<file path="config.mk">
export PLATFORM = sky130hd
export DESIGN_NAME = uart_debug_cmd
export DESIGN_NICKNAME = d
export VERILOG_FILES = /design/src/rtl/uart_debug_cmd.sv
export SDC_FILE = /design/constraint.sdc
export NUM_CORES = 1
export LEC_CHECK = 0
export CAP_MARGIN = 10
export CORE_MARGIN = 8
export CORE_UTILIZATION = 50
export DETAILED_ROUTE_END_ITERATION = 7
export GPL_ROUTABILITY_DRIVEN = 0
export PLACE_DENSITY = 0.77
export SLEW_MARGIN = 20
export SYNTH_ARGS = -nofsm -noshare
export SYNTH_HDL_FRONTEND = slang
export SYNTH_SLANG_ARGS = --single-unit
</file>
<file path="constraint.sdc">
create_clock -name core_clk -period 2.7 [get_ports core_clk]
set_input_delay 0.405 -clock core_clk [delete_from_list [all_inputs] [get_ports core_clk]]
set_output_delay 0.405 -clock core_clk [all_outputs]
set_load 0.005 [all_outputs]
</file>
<file path="src/rtl/uart_debug_cmd.sv">
// Byte-level debug command engine: parses 'W'/'R' frames from the UART receiver,
// issues one register-bus access and returns 'K', read data (MSB first) or 'E'.
module uart_debug_cmd #(
  parameter int unsigned RX_TIMEOUT = 2500000,
  parameter int unsigned RD_TIMEOUT = 255
) (
  input  logic        core_clk,
  input  logic        core_rst,
  input  logic [7:0]  rx_data,
  input  logic        rx_valid,
  input  logic        rx_overflow,
  input  logic        rx_parity_error,
  output logic [7:0]  tx_data,
  output logic        tx_valid,
  input  logic        tx_busy,
  output logic [7:0]  reg_addr,
  output logic [31:0] reg_wdata,
  output logic        reg_wr,
  output logic        reg_rd,
  input  logic [31:0] reg_rdata,
  input  logic        reg_rdata_valid,
  output logic [31:0] debug_bus_c
);

  localparam logic [3:0] S_IDLE      = 4'd0;
  localparam logic [3:0] S_GET_ADDR  = 4'd1;
  localparam logic [3:0] S_GET_DATA  = 4'd2;
  localparam logic [3:0] S_EXEC_WR   = 4'd3;
  localparam logic [3:0] S_EXEC_RD   = 4'd4;
  localparam logic [3:0] S_WAIT_RD   = 4'd5;
  localparam logic [3:0] S_SEND      = 4'd6;
  localparam logic [3:0] S_SEND_WAIT = 4'd7;

  localparam logic [31:0] RX_LAST = 32'(RX_TIMEOUT - 1);
  localparam logic [7:0]  RD_LIM  = 8'(RD_TIMEOUT);

  logic [3:0]  state;
  logic [7:0]  err_count;
  logic [7:0]  last_opcode;
  logic [2:0]  byte_cnt;
  logic [31:0] rx_timer;
  logic [7:0]  rd_timer;
  logic [31:0] resp;
  logic [2:0]  resp_cnt;
  logic        seen_busy;
  logic        is_wr;

  logic in_rx, frame_err, rx_ok, bad_op, rd_to, rx_to, load_e;

  assign in_rx     = (state == S_IDLE) || (state == S_GET_ADDR) || (state == S_GET_DATA);
  assign frame_err = (rx_valid && rx_parity_error) || rx_overflow;
  assign rx_ok     = rx_valid && !frame_err;
  assign bad_op    = (state == S_IDLE) && rx_ok && (rx_data != 8'h57) && (rx_data != 8'h52);
  // Returned data takes priority over a coincident read timeout
  assign rd_to     = (state == S_WAIT_RD) && !reg_rdata_valid && (rd_timer >= RD_LIM);
  assign rx_to     = ((state == S_GET_ADDR) || (state == S_GET_DATA)) && !rx_valid &&
                     !rx_overflow && (rx_timer >= RX_LAST);
  assign load_e    = (in_rx && frame_err) || bad_op || rd_to;

  always_ff @(posedge core_clk) begin
    if (core_rst) begin
      state       <= S_IDLE;
      err_count   <= 8'd0;
      last_opcode <= 8'd0;
      byte_cnt    <= 3'd0;
      rx_timer    <= 32'd0;
      rd_timer    <= 8'd0;
      resp        <= 32'd0;
      resp_cnt    <= 3'd0;
      seen_busy   <= 1'b0;
      is_wr       <= 1'b0;
      tx_data     <= 8'd0;
      tx_valid    <= 1'b0;
      reg_addr    <= 8'd0;
      reg_wdata   <= 32'd0;
      reg_wr      <= 1'b0;
      reg_rd      <= 1'b0;
      debug_bus_c <= 32'd0;
    end else begin
      reg_wr   <= 1'b0;
      reg_rd   <= 1'b0;
      tx_valid <= 1'b0;
      // Top pad is 5 bits so the listed fields fit in 32
      debug_bus_c <= {5'd0, err_count, last_opcode, byte_cnt, tx_valid, reg_wr, reg_rd,
                      rx_valid, state};
      case (state)
        S_IDLE: begin
          rx_timer <= 32'd0;
          if (rx_valid) last_opcode <= rx_data;
          if (rx_ok && (rx_data == 8'h57 || rx_data == 8'h52)) begin
            is_wr <= (rx_data == 8'h57);
            state <= S_GET_ADDR;
          end
        end
        S_GET_ADDR: begin
          rx_timer <= rx_valid ? 32'd0 : rx_timer + 32'd1;
          if (rx_ok) begin
            reg_addr <= rx_data;
            byte_cnt <= 3'd0;
            state    <= is_wr ? S_GET_DATA : S_EXEC_RD;
          end
        end
        S_GET_DATA: begin
          rx_timer <= rx_valid ? 32'd0 : rx_timer + 32'd1;
          if (rx_ok) begin
            reg_wdata <= {reg_wdata[23:0], rx_data};
            byte_cnt  <= byte_cnt + 3'd1;
            if (byte_cnt == 3'd3) state <= S_EXEC_WR;
          end
        end
        S_EXEC_WR: begin
          reg_wr   <= 1'b1;
          resp     <= {8'h4B, 24'd0};
          resp_cnt <= 3'd1;
          state    <= S_SEND;
        end
        S_EXEC_RD: begin
          reg_rd   <= 1'b1;
          rd_timer <= 8'd0;
          state    <= S_WAIT_RD;
        end
        S_WAIT_RD: begin
          if (reg_rdata_valid) begin
            resp     <= reg_rdata;
            resp_cnt <= 3'd4;
            state    <= S_SEND;
          end else begin
            rd_timer <= rd_timer + 8'd1;
          end
        end
        S_SEND: begin
          if (!tx_busy) begin
            tx_data   <= resp[31:24];
            tx_valid  <= 1'b1;
            seen_busy <= 1'b0;
            state     <= S_SEND_WAIT;
          end
        end
        S_SEND_WAIT: begin
          // A byte is done only once busy has risen and fallen again
          if (tx_busy) begin
            seen_busy <= 1'b1;
          end else if (seen_busy) begin
            resp     <= {resp[23:0], 8'd0};
            resp_cnt <= resp_cnt - 3'd1;
            state    <= (resp_cnt == 3'd1) ? S_IDLE : S_SEND;
          end
        end
        default: state <= S_IDLE;
      endcase

      if (rx_to) state <= S_IDLE;
      if (load_e) begin
        resp     <= {8'h45, 24'd0};
        resp_cnt <= 3'd1;
        state    <= S_SEND;
      end
      if ((load_e || rx_to) && err_count != 8'hFF) err_count <= err_count + 8'd1;
    end
  end

endmodule

</file>
==> metrics.md, run 1 <==
| Metric | Value |
|---|---|
| Sw frac | 0.258 |
| Post-synth EDFFs | 0 |
| Setup Slack @ Placement | 0.126 ns |
| Number of I/O pins | 130 |
| Clk_lat worst skew | 0.43 ns |
| Sequential Area | 0.00352 mm² |
| Vias per cell | 5.53 |
| Placed instance area | 0.00875 mm² |
| Initial antenna violation count | 0 |
| CTS root buf | clkbuf_16 |
| Final Cell Area | 0.00937 mm² |
| DP Cell Count | 1141 |
| CTS H-Tree Depth | 4 |
| Pwr/cell area | 651 mW/mm² |
| Hold_ws | 0.381 ns |
| Clock skew | 0.00558 ns |
| Final ANT Viol Nets | 0 |
| Setup bufs post-CTS | 0 |
| DRT iter0 DRCs | 514 |
| Slew margin rel. | 0.552 |
| CTS Buf Count | 17 |
| Worst-margin pin slew | 0.672 ns |
| Largest net degree at the start of global routing | 42 |
| CTS tree | built |
| Met1 wire length | 7.88 mm |
| Flop pwr share | 0.447 |
| Startpoint types | flop |
| Vias in the first global route | 5944 |
| Setup tns final | 0 ns |
| Die Ht | 136 µm |
| Util after Layout | 0.655 |
| Hold Path Class | primary input to flop |
| Multi-input logic area | 0.00341 mm² |
| All-Layer GR Usage | 0.196 |
| Core area | 0.0143 mm² |
| Ys flop type | dfxtp_1 |
| Post-Route WL | 18.4 mm |
| Layout Nets | 1030 |
| Area grow syn2layout | 29.8% |
| Commonest non-fill, non-tap cell in the layout | dfxtp_1 |
| Final Cycle Share | 0.930 |
| Tot Pwr | 6.10 mW |
| Max_cap viols | 0 |
| Layout cells sized above 1 | 0.0839 |
| Internal power | 4.53 mW |
| Detailed placer's ending HPWL | 12.8 mm |
| Worst Setup End Kind | flop |
| YS warnings | 0 |
| Met3 wire len | 1.27 mm |
| Hold Vio Cnt, Final | 0 |
| Clock transition at path regs | 0.07 ns |
| Cell Rows | 44 |
| Starting density of the core | 0.504 |
| Post-synthesis cell area | 0.00722 mm² |
| Combinational share of power | 0.132 |
| Reg-to-reg slack, setup | 0.19 ns |
| Ys async rst share | 0 |
| P_sw | 1.58 mW |
| Grt ovf | 0 |
| Synth unique cells | 62 |
| Worst path required time | 3.02 ns |
| Routed WL per cell | 15.7 µm |
| Metal2 WL | 8.74 mm |
| Post-Syn Instances | 852 |
| Slew Viols, Final | 0 |
| Fillers | 1198 |
| Clock Path Buffers | 2 |
| WP data arrival | 2.83 ns |
| P_leak | 3.45 nW |
| Die W | 136 µm |
| First-pass GRT wire length | 29.4 mm |
| Achievable clock frequency | 398 MHz |
| Status | completed |
| DRC errors left | 0 |
| IR drop worst, VDD | 0.502 mV |
| Minimum clock period | 2.51 ns |
| Die ar. | 0.0185 mm² |
| Syn Area/Cell | 8.47 µm² |
| Post-route insts no fill | 1173 |
| Setup Crit Path Kind | flop to flop |
| Max FO, Critical Path | 4 |
| Via Count | 6482 |
| Commonest non-fill, non-tap cells in the layout | 175 x dfxtp_1, 127 x nand2_1, 122 x clkdlybuf4s50_1 |
| # hold bufs at CTS | 0 |
| Worst setup margin | 0.188 ns |
| Unrepaired setup endpoints after global routing | false |
| Port Buffers | 123 |
| Top Metal Used | met4 |
| Seq/Total Area, Yosys | 0.488 |
| Diodes inserted | 0 |
| Final setup fails | 0 |
| CTS sink cnt | 176 |
| Clock Power Share | 0.421 |
| DR pass1 iterations | 5 |
| Synthesis-stage register bit count | 176 |
==> power by group through the flow <==
| stage | clock network (mW) | logic [mW] | registers (mW) |
|---|---|---|---|
| after global placement | 0 | 0.794 | 2.78 |
| after floorplan | 0 | 0.481 | 2.77 |
| final | 2.57 | 0.807 | 2.73 |
| after CTS | 2.60 | 0.807 | 2.73 |
| after global routing | 2.72 | 0.886 | 2.74 |
| after detailed placement | 0 | 0.802 | 2.78 |
==> cells in the mapped netlist (all sizes together) (5+ instances only) <==
cell type,count,share of area
a21oi,83,0.058
a221oi,19,0.023
a22oi,11,0.011
a311oi,5,0.0069
a31oi,13,0.013
and2,6,0.0052
and3,12,0.010
buf,18,0.014
clkbuf,43,0.023
dfxtp,176,0.49
ha,7,0.012
inv,12,0.0062
mux2i,12,0.017
nand2,127,0.066
nand2b,9,0.0078
nand3,19,0.013
nand4,12,0.011
nor2,97,0.050
nor2b,24,0.021
nor3,37,0.026
nor4,5,0.0064
o21ai,24,0.017
or3,9,0.0078
xnor2,8,0.0097
xor2,11,0.013
==> cells by family (layout without fill, tap and decap cells) <==
| kind of cell | after synthesis | in the layout | synth area share |
|---|---|---|---|
| AO/OA/AOI/OAI | 185 | 185 | 0.164 |
| other | 1 | 6 | 0.000520 |
| flip-flops | 176 | 176 | 0.488 |
| buffers and inverters | 73 | 205 | 0.0426 |
| multiplexers | 16 | 16 | 0.0229 |
| XOR/XNOR | 19 | 19 | 0.0231 |
| adder cells (fa/ha/maj) | 7 | 7 | 0.0121 |
| AND/OR/NAND/NOR | 375 | 375 | 0.246 |
==> worst max-delay path, stage by stage (launching register included) <==
cell and delay, ns:
dfxtp_1 0.37, ha_1 0.20, and4_1 0.28, o311ai_0 0.16
buf_4 0.19, a2111o_1 0.46, a31oi_4 0.22, and3_1 0.19
mux2_2 0.33
==> final timing paths <==
kind	start	endpoint	cells after the start
worst max-delay path	rx_timer[1]	err_count[3]	8
worst min-delay path	core_rst	rx_timer[22]	2
worst max register to register	rx_timer[1]	err_count[3]	8
worst min register to register	resp[31]	tx_data[7]	2
==> cell type report <==
class,count,area share
inverters,12,0.00481
well taps,184,0.0246
multi-input cells,608,0.364
flip-flops and latches,176,0.376
clock inverters,12,0.0182
repair buffers,161,0.164
clock buffers,20,0.0477
==> flip-flops by register name (all words and copies together) (netlist names), 3 cells and up <==
register,cells
byte_cnt,3
debug_bus_c,26
err_count,8
last_opcode,8
rd_timer,8
reg_addr,8
reg_wdata,32
resp,32
resp_cnt,3
rx_timer,32
state,3
tx_data,8
==> routing by layer <==
metal | vias to the layer above | GRT usage
met2 | 202 | 0.312
met3 | 39 | 0.0580
li1 | 3222 | -
met5 | - | 0
met4 | 0 | 0.0897
met1 | 3019 | 0.241
==> repair_timing <==
item	in CTS	in global routing
gates resized for setup	0	1
endpoints found under the hold margin	0	0
setup endpoints to repair	0	2
Power figures use the tool's default switching activity.
==> run 2: changes to the inputs <==
--- a/config.mk
+++ b/config.mk
@@ -9,8 +9,8 @@
 export CORE_MARGIN = 8
 export CORE_UTILIZATION = 50
 export DETAILED_ROUTE_END_ITERATION = 7
+export DONT_BUFFER_PORTS = 1
 export GPL_ROUTABILITY_DRIVEN = 0
-export PLACE_DENSITY = 0.77
 export SLEW_MARGIN = 20
 export SYNTH_ARGS = -nofsm -noshare
 export SYNTH_HDL_FRONTEND = slang
==> metrics.md, run 2 (synthesis results as in run 1) <==
| Metric | Value |
|---|---|
| Status | completed |
| WP data arrival | 2.80 ns (-0.03 ns) |
| Worst path required time | 3.01 ns (about the same) |
| Routed WL per cell | 16.8 µm (+6.9%) |
| Largest net degree at the start of global routing | 127 (+200%) |
| Reg2Reg Depth | 7 (-1) |
| Clock skew | 0.00885 ns (+0.00327 ns) |
| P_leak | 2.88 nW (-16%) |
| Setup tns final | 0 ns (unchanged) |
| Diodes inserted | 0 (unchanged) |
| Port Buffers | 0 (-100%) |
| Slew Viols, Final | 0 (unchanged) |
| Reg-to-reg slack, setup | 0.20 ns (about the same) |
| Starting density of the core | 0.504 (unchanged) |
| Minimum clock period | 2.50 ns (-0.0148 ns) |
| CTS root buf | clkbuf_16 |
| Final Cell Area | 0.00795 mm² (-15%) |
| IR drop worst, VDD | 0.443 mV (-12%) |
| Initial antenna violation count | 1 (+1) |
| All-Layer GR Usage | 0.187 (-0.00962) |
| Post-Route WL | 17.3 mm (-5.9%) |
| Die Ht | 136 µm (unchanged) |
| DRT iter0 DRCs | 445 (-13%) |
| Via Count | 5959 (-8.1%) |
| Startpoint types | flop |
| Hold Vio Cnt, Final | 0 (unchanged) |
| Max_cap viols | 0 (unchanged) |
| Clock Path Buffers | 2 (unchanged) |
| Worst Setup End Kind | flop |
| Setup Crit Path Kind | flop to flop |
| Worst-margin pin slew | 0.602 ns (-0.0700 ns) |
| Unrepaired setup endpoints after global routing | false |
| Final Cycle Share | 0.925 (-0.00548) |
| Layout Nets | 889 (-14%) |
| Fillers | 1309 (+9.3%) |
| CTS H-Tree Depth | 4 (unchanged) |
| Final ANT Viol Nets | 0 (unchanged) |
| Die ar. | 0.0185 mm² (unchanged) |
| Achievable clock frequency | 400 MHz (+0.59%) |
| Biggest regs | reg_wdata x32, resp x32, rx_timer x32 |
| Max FO, Critical Path | 7 (+3) |
| CTS tree | built |
| Layout cells sized above 1 | 0.0719 (-0.0120) |
| Cell Rows | 44 (unchanged) |
| Worst setup path end | err_count[3] |
| Die W | 136 µm (unchanged) |
| Core area | 0.0143 mm² (unchanged) |
| First-pass GRT wire length | 27.9 mm (-5.2%) |
| Worst Setup SP | rx_timer[0] |
| Area grow syn2layout | 10.1% |
| Vias in the first global route | 5457 (-8.2%) |
| Clk_lat worst skew | 0.42 ns (about the same) |
| Hold Path Class | primary input to flop |
| CTS Buf Count | 17 (unchanged) |
| Grt ovf | 0 (unchanged) |
| Final setup fails | 0 (unchanged) |
| Commonest non-fill, non-tap cells in the layout | 176 x dfxtp_1, 127 x nand2_1, 97 x nor2_1 |
| Reg2reg end | err_count[3] |
| R2r startpoint | rx_timer[0] |
| DRC errors left | 0 (unchanged) |
| Number of I/O pins | 130 (unchanged) |
| Detailed placer's ending HPWL | 11.9 mm (-7.5%) |
| Pwr/cell area | 727 mW/mm² (+12%) |
| CTS sink cnt | 176 (unchanged) |
| Vias per cell | 5.77 (+4.5%) |
| Placed instance area | 0.00734 mm² (-16%) |
| Commonest non-fill, non-tap cell in the layout | dfxtp_1 |
| DR pass1 iterations | 5 (unchanged) |
| Hold_ws | 0.0498 ns (-0.332 ns) |
| Slew margin rel. | 0.599 (+0.0467) |
| Clock transition at path regs | 0.06 ns (about the same) |
[run 2: cell types whose count changed in the layout (fill, tap and decap cells not counted), moves of 2 or more]
cell             previous run  this run
buf_4                      37        20
clkbuf_1                    2         6
buf_12                      2         0
inv_6                       6         1
clkdlybuf4s50_1           122         0
clkinv_2                    0         2
[run 2: worst max-delay path: stages (launching register included)]
cell and delay, ns:
dfxtp_1 0.39, ha_2 0.24, and4_1 0.28, o311ai_0 0.14
a2111o_1 0.49, a31oi_4 0.30, and3_1 0.21, mux2_2 0.33
[run 2: through the flow]
step	total power, mW	util	cells	setup WS, ns
3_3_place_gp	3.37	0.513	997	0.259
5_1_grt	6.05	0.555	1032	0.0190
6_report	5.77	0.555	1032	0.203
2_1_floorplan	3.26	-	857	0.417
3_5_place_dp	3.39	0.513	997	0.178
4_1_cts	5.82	0.553	1029	0.165
[run 2: per-layer routing]
layer,up-vias,track usage,routed length (µm)
met1,2841,0.240,7630
met3,23,0.0728,1470
met2,151,0.284,7970
li1,2942,-,-
met4,2,0.0555,217
met5,-,0,12
[run 2: worst min-delay path by stage]
stage / start / slack, ns / to / depth (start not counted)
floorplan: last_opcode[0] / 0.43 / last_opcode[0] / 2
global placement: last_opcode[6] / 0.43 / last_opcode[6] / 2
detailed placement: last_opcode[7] / 0.44 / last_opcode[7] / 2
CTS: core_rst / 0.03 / debug_bus_c[4] / 1
global route: core_rst / 0.02 / rx_timer[2] / 1
finish: core_rst / 0.05 / rx_timer[2] / 1
[run 2: area by class of cell]
| cell class | count | area [µm²] | area share |
|---|---|---|---|
| repair buffers | 20 | 150 | 0.0189 |
| flip-flops and latches | 176 | 3520 | 0.443 |
| clock buffers | 23 | 448 | 0.0564 |
| well taps | 184 | 230 | 0.0290 |
| multi-input cells | 608 | 3420 | 0.430 |
| clock inverters | 9 | 133 | 0.0167 |
| inverters | 12 | 45.0 | 0.00567 |
[run 2: what timing repair did]
item / CTS / global route
setup endpoints to repair: 0 / 3
buffers inserted: 0 / 3
gates resized for setup: 0 / 1
hold buffers: 0 / 0
[run 2: power by group]
part	switching [mW]	total, mW	internal, mW
sequential	0.0555	2.74	2.68
clock	0.966	2.42	1.46
combinational	0.396	0.617	0.221
total	1.42	5.77	4.36
==> patch 1 (config.mk and constraints of run 1) <==
Remove the register `debug_bus_c`: a continuous assignment takes its place, so the output `debug_bus_c` follows one clock earlier.
--- a/src/rtl/uart_debug_cmd.sv
+++ b/src/rtl/uart_debug_cmd.sv
@@ -77,3 +77,2 @@
       reg_rd      <= 1'b0;
-      debug_bus_c <= 32'd0;
     end else begin
@@ -83,4 +82,2 @@
       // Top pad is 5 bits so the listed fields fit in 32
-      debug_bus_c <= {5'd0, err_count, last_opcode, byte_cnt, tx_valid, reg_wr, reg_rd,
-                      rx_valid, state};
       case (state)
@@ -161,2 +158,4 @@
 
+  assign debug_bus_c = {5'd0, err_count, last_opcode, byte_cnt, tx_valid, reg_wr, reg_rd, rx_valid, state};
+
 endmodule
Function: changed (a bounded check fails within 4 cycles, from zero or initial values and one cycle with core_rst high).
==> patch 1 against run 1 <==
Cell area shrank 8.9%. Die area fell by 8.5%. Routed wire length down 7.6%. Final cell count fell by 7.2%. Total power fell by 15%. First-iteration DRC count shrank 5.6%. Count of clock-buffer cells in the layout fell by 1. Sequential cell count down 26. Area after synthesis down 9.7%. Setup slack improved by 130 ps. Via count decreased by 6.4%.
==> patch 1: results (changes against run 1) <==
stage	metric	value	unit	change
clocking	ctsLongestPathBuffers	2		unchanged
final_layout	antenna_cells	0		unchanged
critical_path	reg2reg_to	rx_timer[28]$_SDFFE_PP0P_		
synthesis	synth_area_leaders	dfxtp_1 46%, nand2_1 7.5%, a21oi_1 5.9%, nor2_1 5.4%, xor2_1 3.1%		
timing	tightest_slew	707	ps	+35.1 ps
final_layout	instances_no_fill	1088		-7.2%
hold_path	hold_start	core_rst		
place	io_buffers	123		unchanged
synthesis	syn_inst	792		-7.0%
grt	grt_usage	0.197		+0.000966
clocking	clk_pin_slew	60	ps	
critical_path	worstPathArrival	2680	ps	-150 ps
outcome	status	finished, final reports clean		
grt	grt_pass1_vias	5813		-2.2%
synthesis	synthTopCellsByCount	150 x dfxtp_1, 131 x nand2_1, 94 x nor2_1, 77 x a21oi_1, 41 x clkbuf_1		
grt	grt_max_degree	46		+9.5%
power	peakVddDrop	0.330	mV	-34%
critical_path	rrSetupSlack	320	ps	+130 ps
critical_path	r2r-start	rx_timer[10]$_SDFFE_PP0P_		
grt	grt_pass1_wl	27000	um	-8.0%
critical_path	crit_path_max_fanout	6		+2
clocking	cts-buffers-inserted	17		unchanged
route	vias_per_cell	5.58		+0.93%
synthesis	yosys_warnings	0		unchanged
clocking	postCtsSetupBuffers	0		unchanged
hold_path	hp-class	input port to register		
final_layout	drive_above_1_share	0.0721		-0.0119
final_layout	largestRegisters	reg_wdata (32), resp (32), rx_timer (32)		
synthesis	ys_seq_area_frac	0.460		-0.0277
timing	hold_slack	414	ps	+32.3 ps
timing	clock_skew	10.3	ps	+4.76 ps
synthesis	synth_flop_cell	dfxtp_1		
route	drt_first_pass_iters	4		-1
synthesis	synth_cell_types	60		-3.2%
route	first_iter_violations	485		-5.6%
final_layout	final_nets	959		-6.9%
clocking	htree_levels	4		unchanged
route	wl_per_cell	15.6	um	-0.42%
hold_path	hold_depth	2		unchanged
hold_path	min_to	rx_timer[1]$_SDFFE_PP0P_		
critical_path	ff2ff_path_depth	6		-2
clocking	cts_resized	0		unchanged
grt	antenna_found_initial	0		unchanged
synthesis	async_reset_ff_frac	0		unchanged
clocking	cts_root_buffer	clkbuf_16		
place	dp_hpwl	12300	um	-4.2%
clocking	insertion_delay	420	ps	
power	cellLeakagePower	3.02	nW	-12%
## patch 1: per-stage QoR
| stage | total power [mW] | cell area (um^2) | utilization | setup slack, ps | setup TNS [ps] |
|---|---|---|---|---|---|
| after floorplan | 2.55 | 6540 | - | 352 | 0 |
| after CTS | 5.21 | 8540 | 0.674 | 355 | 0 |
| after global routing | 5.33 | 8540 | 0.674 | 168 | 0 |
| after detailed placement | 2.74 | 7920 | 0.625 | -8.75 | -8.75 |
| after global placement | 2.73 | 7920 | 0.625 | 63.0 | 0 |
| final | 5.17 | 8540 | 0.674 | 322 | 0 |
## patch 1: cell families (layout without fill, tap and decap cells)
group / count (synthesis) / in the layout / share of synthesized area
AND/OR/NAND/NOR: 354 / 354 / 0.252
AO/OA/AOI/OAI: 167 / 167 / 0.165
flip-flops: 150 / 150 / 0.460
buffers and inverters: 72 / 191 / 0.0505
XOR/XNOR: 27 / 27 / 0.0363
multiplexers: 14 / 14 / 0.0221
adder cells (fa/ha/maj): 7 / 7 / 0.0134
other: 1 / 6 / 0.000575
## patch 1: cell type report
cell class / count / area, um^2
clock buffer: 19 / 443
clock inverter: 11 / 174
fill: 1041 / 4130
inverter: 12 / 45.0
multi-input combinational: 575 / 3210
sequential: 150 / 3000
tap: 172 / 215
timing repair buffer: 149 / 1450
## patch 1: worst max-delay path, stage by stage (launching register included)
cell and delay (ps):
dfxtp_1 440, nand4_1 210, nor4_1 580, and2_0 380
and4_1 310, a21oi_1 80, a211o_1 260
## patch 1: metal layers
layer / global-route usage / share of wire
met5: 0 / 0
met4: 0.0970 / 0.029
met3: 0.0457 / 0.069
met2: 0.345 / 0.50
met1: 0.221 / 0.40
## patch 1: worst max path at each step
stage | startpoint | end | slack (ps)
finish | rx_timer[10]$_SDFFE_PP0P_ | rx_timer[28]$_SDFFE_PP0P_ | 320
global route | rx_timer[10]$_SDFFE_PP0P_ | rx_timer[28]$_SDFFE_PP0P_ | 170
CTS | rx_timer[10]$_SDFFE_PP0P_ | rx_timer[28]$_SDFFE_PP0P_ | 350
detailed placement | rx_valid | err_count[5]$_SDFFE_PP0P_ | -9
global placement | rx_valid | err_count[5]$_SDFFE_PP0P_ | 60
floorplan | state[1]$_SDFFE_PP0P_ | err_count[5]$_SDFFE_PP0P_ | 350
## patch 1: where the power goes
group	switching, mW	internal [mW]
clock	0.908	1.56
combinational	0.230	0.197
sequential	0.0257	2.25
==> patch 2 (flow settings as in run 1) <==
Made on the original files. The parameter `RX_TIMEOUT` goes from 2500000 to 2097152.
--- a/src/rtl/uart_debug_cmd.sv
+++ b/src/rtl/uart_debug_cmd.sv
@@ -3,3 +3,3 @@
 module uart_debug_cmd #(
-  parameter int unsigned RX_TIMEOUT = 2500000,
+  parameter int unsigned RX_TIMEOUT = 2097152,
   parameter int unsigned RD_TIMEOUT = 255
Behaviour: no difference found for any inputs over 4 cycles, from zero or initial values and one cycle with core_rst high; that may be too few to reach the edited logic, so the function may still have changed.
==> patch 2 against run 1 <==
Routed wire length fell by 1.2%. Sequential cell count stayed put. Setup slack lost 130 ps. Maximum frequency decreased by 5.0%. Cell area up 0.52%. Area after synthesis is 0.59% lower. Largest cell class unchanged.
Power is not compared: it rests on default switching activity, and its combinational part moved more than twofold at a synthesized area within 25%.
==> patch 2: results (changes against run 1) <==
stage	metric	value	unit	change
outcome	status	finished, final reports clean		
route	vias_per_cell	5.50		-0.40%
grt	grt_usage	0.194		-0.00197
critical_path	crit_path_max_fanout	6		+2
synthesis	synthTopCellsByCount	176 x dfxtp_1, 136 x nand2_1, 95 x a21oi_1, 89 x nor2_1, 51 x clkbuf_1		
critical_path	max_stage_delay	520	ps	+60 ps
route	drt_first_pass_iters	8		+3
hold_path	hp-class	register to register		
synthesis	ys_seq_area_frac	0.491		+0.00289
critical_path	crit_start	rx_timer[11]$_SDFFE_PP0P_		
final_layout	final_nets	1040		+0.97%
place	pre_cts_ws	-237	ps	-364 ps
critical_path	cp_top_family	simple AND/OR/NAND/NOR gates		
critical_path	ff2ff_path_depth	6		-2
route	wl	18200	um	-1.2%
grt	grt_pass1_wl	29300	um	-0.28%
timing	min_period	2650	ps	+133 ps
hold_path	hold_start	last_opcode[0]$_SDFFE_PP0P_		
critical_path	critPathSlowestCell	or4_4		
final_layout	drive_above_1_share	0.0991		+0.0152
synthesis	synth_cell_types	58		-6.5%
grt	grt_pass1_vias	5996		+0.87%
place	dpl_cell_area	8810	um^2	+0.70%
synthesis	synth_area_leaders	dfxtp_1 49%, nand2_1 7.1%, a21oi_1 6.6%, nor2_1 4.7%, nor3_1 2.7%		
grt	grt_max_degree	58		+38%
critical_path	worstPathArrival	2960	ps	+130 ps
patch 2: through the flow:
stage	TNS (ps)	cells	hold slack [ps]
floorplan	-80.9	857	432
global placement	-2660	1147	438
detailed placement	-598	1147	443
CTS	0	1179	452
global route	-9.47	1179	475
finish	0	1179	450
patch 2: layer usage:
metal,share of wire,track usage,up-vias
li1,-,-,3257
met2,0.47,0.300,170
met5,0,0,-
met4,0.017,0.0783,0
met1,0.46,0.255,3037
met3,0.056,0.0467,25
patch 2: power by group through the flow:
| stage | combinational, mW | clock [mW] | sequential [mW] |
|---|---|---|---|
| CTS | 1.67 | 2.53 | 2.86 |
| finish | 1.67 | 2.49 | 2.86 |
| detailed placement | 1.66 | 0 | 2.92 |
| global placement | 1.64 | 0 | 2.92 |
| floorplan | 1.09 | 0 | 2.90 |
| global route | 1.85 | 2.63 | 2.88 |
patch 2: area by class of cell:
| type | instances | area [um^2] |
|---|---|---|
| inverters | 8 | 30.0 |
| multi-input cells | 610 | 3410 |
| well taps | 180 | 225 |
| flip-flops and latches | 176 | 3530 |
| repair buffers | 173 | 1630 |
| clock inverters | 14 | 168 |
| fillers | 1138 | 4520 |
| clock buffers | 18 | 429 |
patch 2: tightest hold or removal path: stages, from the launching register on:
cell and delay [ps]:
dfxtp_1 300, nand2_1 50, a21oi_1 50
patch 2: cells by family after synthesis:
kind of cell | after synthesis | synth area share
compound gates | 191 | 0.168
xor+xnor | 16 | 0.0195
fa+ha+maj | 7 | 0.0122
buf+inv | 71 | 0.0410
flops | 176 | 0.491
mux | 16 | 0.0228
other cells | 1 | 0.000523
simple gates | 374 | 0.245
